$ cat config.mk
export PLATFORM = sky130hd
export DESIGN_NAME = cell_bist_ctrl
export DESIGN_NICKNAME = d
export VERILOG_FILES = /design/src/rtl/cell_bist_ctrl.sv
export SDC_FILE = /design/constraint.sdc
export NUM_CORES = 1
export LEC_CHECK = 0
export BUFFER_PORTS_ARGS = -buffer_cell sky130_fd_sc_hd__buf_2
export CAP_MARGIN = 20
export CORE_ASPECT_RATIO = 0.8
export CORE_MARGIN = 1.5
export CORE_UTILIZATION = 39
export CTS_CLUSTER_DIAMETER = 150
export CTS_CLUSTER_SIZE = 28
export DETAILED_ROUTE_END_ITERATION = 12
export SLEW_MARGIN = 25
export SYNTH_ARGS = -nofsm -noshare
export SYNTH_HDL_FRONTEND = slang
export SYNTH_SLANG_ARGS = --single-unit
$ cat constraint.sdc
create_clock -name CLK -period 5.4 [get_ports CLK]
set_input_delay 0.81 -clock CLK [delete_from_list [all_inputs] [get_ports CLK]]
set_output_delay 0.81 -clock CLK [all_outputs]
set_load 0.1 [all_outputs]
$ cat src/rtl/cell_bist_ctrl.sv
// BIST controller: LFSR stimulus into a combinational cell-under-test, MISR
// compaction of its responses, and a golden-signature compare at end of run.
//
// state  | meaning
// IDLE   | waiting for START; STIM parked at 00
// RUN    | patterns applied, responses captured every SETTLE+1 cycles
// DONE   | signature and PASS held until START, ABORT or reset
module cell_bist_ctrl #(
  parameter int unsigned PATTERNS = 255,
  parameter int unsigned SETTLE   = 0,
  parameter logic [7:0]  GOLDEN   = 8'h00
) (
  input  logic       CLK,
  input  logic       RESET_B,
  input  logic       VPWR,
  input  logic       VGND,
  input  logic       VPB,
  input  logic       VNB,
  input  logic       START,
  input  logic       ABORT,
  input  logic [7:0] RESP,
  output logic [7:0] STIM,
  output logic       BUSY,
  output logic       DONE,
  output logic       PASS,
  output logic [7:0] SIGNATURE
);

  typedef enum logic [1:0] {S_IDLE, S_RUN, S_DONE} state_e;

  localparam logic [7:0] LAST_PAT  = 8'(PATTERNS - 1);
  localparam logic [3:0] HOLD_LOAD = 4'(SETTLE);

  state_e     state_q, state_d;
  logic [7:0] lfsr_q, lfsr_d;
  logic [7:0] misr_q, misr_d;
  logic [3:0] hold_q, hold_d;
  logic [7:0] pat_q, pat_d;
  logic       pass_q, pass_d;
  logic [7:0] misr_cap;
  logic [7:0] lfsr_nxt;
  logic       unused_pwr;

  // Power and bulk pins exist only for the netlist; they carry no logic.
  assign unused_pwr = VPWR ^ VGND ^ VPB ^ VNB;

  assign misr_cap = {misr_q[6:0], misr_q[7] ^ misr_q[5] ^ misr_q[4] ^ misr_q[3]} ^ RESP;
  assign lfsr_nxt = {lfsr_q[6:0], lfsr_q[7] ^ lfsr_q[5] ^ lfsr_q[4] ^ lfsr_q[3]};

  always_ff @(posedge CLK or negedge RESET_B) begin
    if (!RESET_B) begin
      state_q <= S_IDLE;
      lfsr_q  <= 8'h01;
      misr_q  <= 8'h00;
      hold_q  <= 4'd0;
      pat_q   <= 8'd0;
      pass_q  <= 1'b0;
    end else begin
      state_q <= state_d;
      lfsr_q  <= lfsr_d;
      misr_q  <= misr_d;
      hold_q  <= hold_d;
      pat_q   <= pat_d;
      pass_q  <= pass_d;
    end
  end

  always_comb begin
    state_d = state_q;
    lfsr_d  = lfsr_q;
    misr_d  = misr_q;
    hold_d  = hold_q;
    pat_d   = pat_q;
    pass_d  = pass_q;
    case (state_q)
      S_IDLE, S_DONE: begin
        if (ABORT) begin
          state_d = S_IDLE;
          pass_d  = 1'b0;
        end else if (START) begin
          state_d = S_RUN;
          lfsr_d  = 8'h01;
          misr_d  = 8'h00;
          hold_d  = HOLD_LOAD;
          pat_d   = 8'd0;
          pass_d  = 1'b0;
        end
      end
      S_RUN: begin
        // An abort wins over a capture due on the same edge, so the MISR
        // keeps exactly the captures completed before the abort.
        if (ABORT) begin
          state_d = S_IDLE;
        end else if (hold_q != 4'd0) begin
          hold_d = hold_q - 4'd1;
        end else begin
          misr_d = misr_cap;
          lfsr_d = lfsr_nxt;
          hold_d = HOLD_LOAD;
          pat_d  = pat_q + 8'd1;
          if (pat_q == LAST_PAT) begin
            state_d = S_DONE;
            pass_d  = (misr_cap == GOLDEN);
          end
        end
      end
      default: state_d = S_IDLE;
    endcase
  end

  assign STIM      = (state_q == S_RUN) ? lfsr_q : 8'h00;
  assign BUSY      = (state_q == S_RUN);
  assign DONE      = (state_q == S_DONE);
  assign PASS      = pass_q;
  assign SIGNATURE = misr_q;

endmodule

# Yosys cells after proc, flatten, opt, wreduce, memory -nomap -nowiden
# Index checks and enable logic that the tools add are counted.
[totals]
ff_bits = 31
inputBits = 16
out_inout_bits = 19
elab_cells = 66
[op_classes]
n_addsub = 2
eq_ne = 11
n_mux = 31
bitwise_logic = 7
reduce_logical = 9
[ops]
columns = ["cell", "count"]
rows = [
  ["8-bit 2-to-1 mux", 11],
  ["8-bit one-hot mux with 2 select lines", 3],
  ["4-bit 2-to-1 mux", 4],
  ["2-bit 2-to-1 mux", 5],
  ["5-bit AND reduction", 2],
  ["8-bit by 1-bit adder with 8-bit output (second input constant)", 1],
  ["8-bit equality test (second input constant)", 1],
  ["8-bit logical NOT", 1],
  ["2-bit != test (second input constant)", 4],
  ["4-bit one-hot mux with 2 select lines", 1],
  ["8-bit XOR", 1],
  ["3-bit != test (second input constant)", 2],
  ["1-bit XOR", 6],
  ["1-bit 2-to-1 mux", 5],
  ["2-bit one-hot mux with 2 select lines", 1],
  ["4-bit AND reduction", 1],
  ["4-bit nonzero test", 1],
  ["4-bit by 1-bit subtractor with 4-bit output (second input constant)", 1],
  ["3-bit by 2-bit != test with 1-bit output (second input constant)", 1],
  ["3-bit AND reduction", 1],
  ["2-bit by 1-bit equality test with 1-bit output (second input constant)", 1],
  ["2-bit equality test (second input constant)", 1],
  ["2-bit logical NOT", 1],
  ["2-bit by 1-bit != test with 1-bit output (second input constant)", 1],
  ["3 further kinds", 3],
]

# Depth between registers and ports, before layout
[depth]
ltp_word = 9
ltp_mapped = 7
depth_no_buf = 6

# Worst setup path after synthesis
# OpenSTA, ideal clock, no wires.
[synth_path]
kind = "register to output"
from = "register state_q[0]"
to = "output port STIM[7]"
t_arrival_ns = 2.512
t_required_ns = 4.590
path_slack_ns = 2.078
path_stages_with_launch = 5
n_path_buf = 2
cell_sequence = "dfrtp_1 > nor2b_2 > buf_6 > clkbuf_1 > and2_1"
[synth_between]
elab_chain_len = 2
[synth_rtl]
columns = ["item", "line_no", "text"]
rows = [
  ["start: declaration", "34", "state_e state_q, state_d;"],
  ["start signal: assignment", "59", "state_q <= state_d;"],
  ["2-bit by 1-bit equality test with 1-bit output", "--", ""],
  ["via BUSY", "23", "output logic BUSY,"],
  ["8-bit 2-to-1 mux", "111", "assign STIM = (state_q == S_RUN) ? lfsr_q : 8'h00;"],
  ["end: declaration", "22", "output logic [7:0] STIM,"],
]
# The timed path passes the listed nets, and every way through them passes these cells.

# Final worst setup path
[layout_path]
from = "register state_q[0]"
to = "output port STIM[0]"
[layout_between]
elab_chain_len = 2
[layout_rtl]
columns = ["item", "line_no"]
rows = [
  ["2-bit by 1-bit equality test with 1-bit output", "111"],
  ["8-bit 2-to-1 mux", "111"],
]
# No other way between the ends.

==> metrics.md <==
| Metric | Value |
|---|---|
| Cell Chain, Critical Path | nor2b_2 > and2_1 > buf_2 |
| First-pass GRT wire length | 6020 um |
| CTS tree | built |
| I/O pins | 35 |
| Resized Gates After CTS | 0 |
| Final setup vio count | 0 |
| Post-Route WL | 3520 um |
| Skew final | 8.39 ps |
| Core Region | 4200 um2 |
| Pwr Total | 0.00104 W |
| Residual DRC count | 0 |
| Clock buffer depth | 2 |
| Cell type with the largest total area after synthesis | dfrtp_1 |
| Layout cells sized above 1 | 27.9% |
| Sw Ratio | 49.8% |
| DRC violation total after the first TritonRoute iteration | 44 |
| Routed met3 length | 137 um |
| Gpl congestion | 0.770 |
| Final hold violation count | 0 |
| Largest net degree at the start of global routing | 32 |
| Clock Sinks | 31 |
| Synth Flop Type | dfrtp_1 |
| Initial Utilization | 40.7% |
| Reg clk slew, reported paths | 70 ps |
| Crit path time final | 2790 ps |
| Yosys top cell area share | 43.9% |
| Max_slew headroom | 53.7% |
| Clock Tree Root | clkbuf_8 |
| Startpoint Class | flop |
| Area of the mapped netlist | 1710 um2 |
| HPWL after DPL | 2660 um |
| Mapped Cells | 156 |
| Unrepaired setup endpoints after global routing | no |
| Via count | 1282 |
| CP required | 4590 ps |
| Fin crit share | 51.6% |
| Met2 Routed Length | 1650 um |
| Placement Rows | 21 |
| First-pass detailed-route iteration total | 4 |
| Area contributors post-synth | dfrtp_1 44%, xnor2_1 6.7%, o2bb2ai_1 5.1% |
| GRT overflow | 0 |
| Worst setup EP type | output port |
| WP buf/inv | 1 |
| Initial antenna violation count | 0 |
| Vias in the first global route | 1282 |
| Max VDD drop | 0.462 mV |
| EDFF count, synth | 0 |
| Count of cell types in the netlist | 41 |
| Die width | 77.0 um |
| Pwr dens | 537 nW/um2 |
| Drt via density | 5.34 |
| Static leakage | 0.877 nW |
| Ys Warns | 0 |
| CP top delay family | simple AND/OR/NAND/NOR gates |
| Slew Limit Fails | 0 |
| Mapped Nets | 176 |
| Hold slack | 499 ps |
| GRT Total Usage | 16.1% |
| Fill cell count | 404 |
| Die Area | 4790 um2 |
| IO Port Bufs | 30 |
| CTS H-tree lvls | 2 |
| Synthesized flop and latch total | 31 |
| Core Util, Final | 45.9% |
| Combinational share of power | 49.9% |
| Setup TNS | 0 ps |
| Top cells by count, synth | 30 x dfrtp_1, 13 x xnor2_1, 10 x o2bb2ai_1 |
| Total CTS buffers | 5 |
| Switching pwr | 0.000517 W |
| Top-count cell post-synth | dfrtp_1 |
| Clk pwr share | 16.6% |
| Hold-fix buffers, CTS | 0 |
| Post-CTS setup buffer count | 0 |
| Slowest stage cell, crit path | nor2b_2 |
| Crit Path Max Fanout | 17 |
| Max stage delay on crit path | 600 ps |
| Die Ht | 62.2 um |
| Asr flop ratio synth | 100% |
| Seq pwr share | 33.5% |
| Syn Area/Cell | 11.0 um2 |
| Routed len/inst | 14.7 um |
| WL met1 | 1700 um |
| DR top layer | met4 |
| Final-stage net count | 202 |
| Internal power | 0.000521 W |
| Max Fclk | 359 MHz |
| Share of the yosys chip area belonging to registers | 45.4% |
| Antenna Nets Post-Route | 0 |
| # diodes | 0 |
| Slew at the pin closest to its max-slew limit | 694 ps |
| Critical Path AT | 1980 ps |
| Outcome | complete, no violations |
| HP Class | flop to flop |
| Max_cap viols | 0 |
| Setup Crit Path Kind | flop to output port |
| P&R area growth vs syn | 12.9% |
| Clock Latency Late Sink | 280 ps |
[layout by cell type, fill, tap and decap left out, types with 6 or more instances in the layout]
cell | synthesis | routed
a21oi_1 | 6 | 6
and2_1 | 9 | 9
buf_2 | 0 | 30
dfrtp_1 | 30 | 30
mux2_2 | 7 | 7
nand2_1 | 9 | 9
o2bb2ai_1 | 10 | 10
xnor2_1 | 13 | 13
[worst reg2reg max path, stage by stage, from the launching register on]
cell	delay [ps]
dfrtp_1	410
inv_1	100
ha_1	150
nor3b_4	320
nand2_1	340
o22a_1	310
o41ai_1	340
[registers in the layout, indices dropped and copies added (netlist names)]
register   count
lfsr_q         8
PASS           1
pat_q          8
state_q        2
hold_q         4
SIGNATURE      8
[final timing paths]
kind | endpoint | depth (start not counted) | slack, ps | startpoint
min | lfsr_q[6] | 1 | 500 | lfsr_q[6]
max | STIM[0] | 3 | 2610 | state_q[0]
min reg2reg | lfsr_q[6] | 1 | 500 | lfsr_q[6]
max reg2reg | PASS | 6 | 3320 | hold_q[0]
min in group asynchronous | SIGNATURE[6] | 1 | 570 | RESET_B
max in group asynchronous | SIGNATURE[0] | 1 | 4370 | RESET_B
[area by class of cell]
| cell class | instances | area [um2] | area share, % |
|---|---|---|---|
| multi-input combinational | 109 | 832 | 43.1 |
| sequential | 31 | 777 | 40.2 |
| timing repair buffer | 30 | 150 | 7.78 |
| clock buffer | 7 | 76.3 | 3.95 |
| tap | 57 | 71.3 | 3.69 |
| inverter | 5 | 18.8 | 0.972 |
| clock inverter | 1 | 5.00 | 0.259 |
[layer usage]
metal | track usage (%) | up-vias
met5 | 0 | -
met4 | 5.45 | 0
met3 | 4.12 | 5
met2 | 26.5 | 31
met1 | 20.5 | 631
li1 | - | 615
[per-stage QoR]
stage                     instances  worst slack (ps)  cell area, um2
after global routing            240              2510            1930
after floorplan                 156              2080            1710
after global placement          232              2990            1850
after CTS                       240              2640            1930
after detailed placement        232              2950            1850
final                           240              2610            1930
[cell families (layout without fill, tap and decap cells)]
family | after synthesis | count (layout) | synth area share, %
xor+xnor | 14 | 14 | 7.17
buf+inv | 16 | 43 | 5.93
simple gates | 47 | 47 | 17.6
fa+ha+maj | 4 | 4 | 2.93
mux | 8 | 8 | 5.19
compound gates | 36 | 36 | 15.7
flops | 31 | 31 | 45.4
[power by group through the flow]
stage                     Clock [W]  Sequential [W]  Combinational [W]
after detailed placement          0        0.000351           0.000522
final                      0.000172        0.000348           0.000518
after CTS                  0.000178        0.000348           0.000522
after floorplan                   0        0.000544           0.000240
after global routing       0.000189        0.000356           0.000548
after global placement            0        0.000345           0.000512
Power figures use the tool's default switching activity.
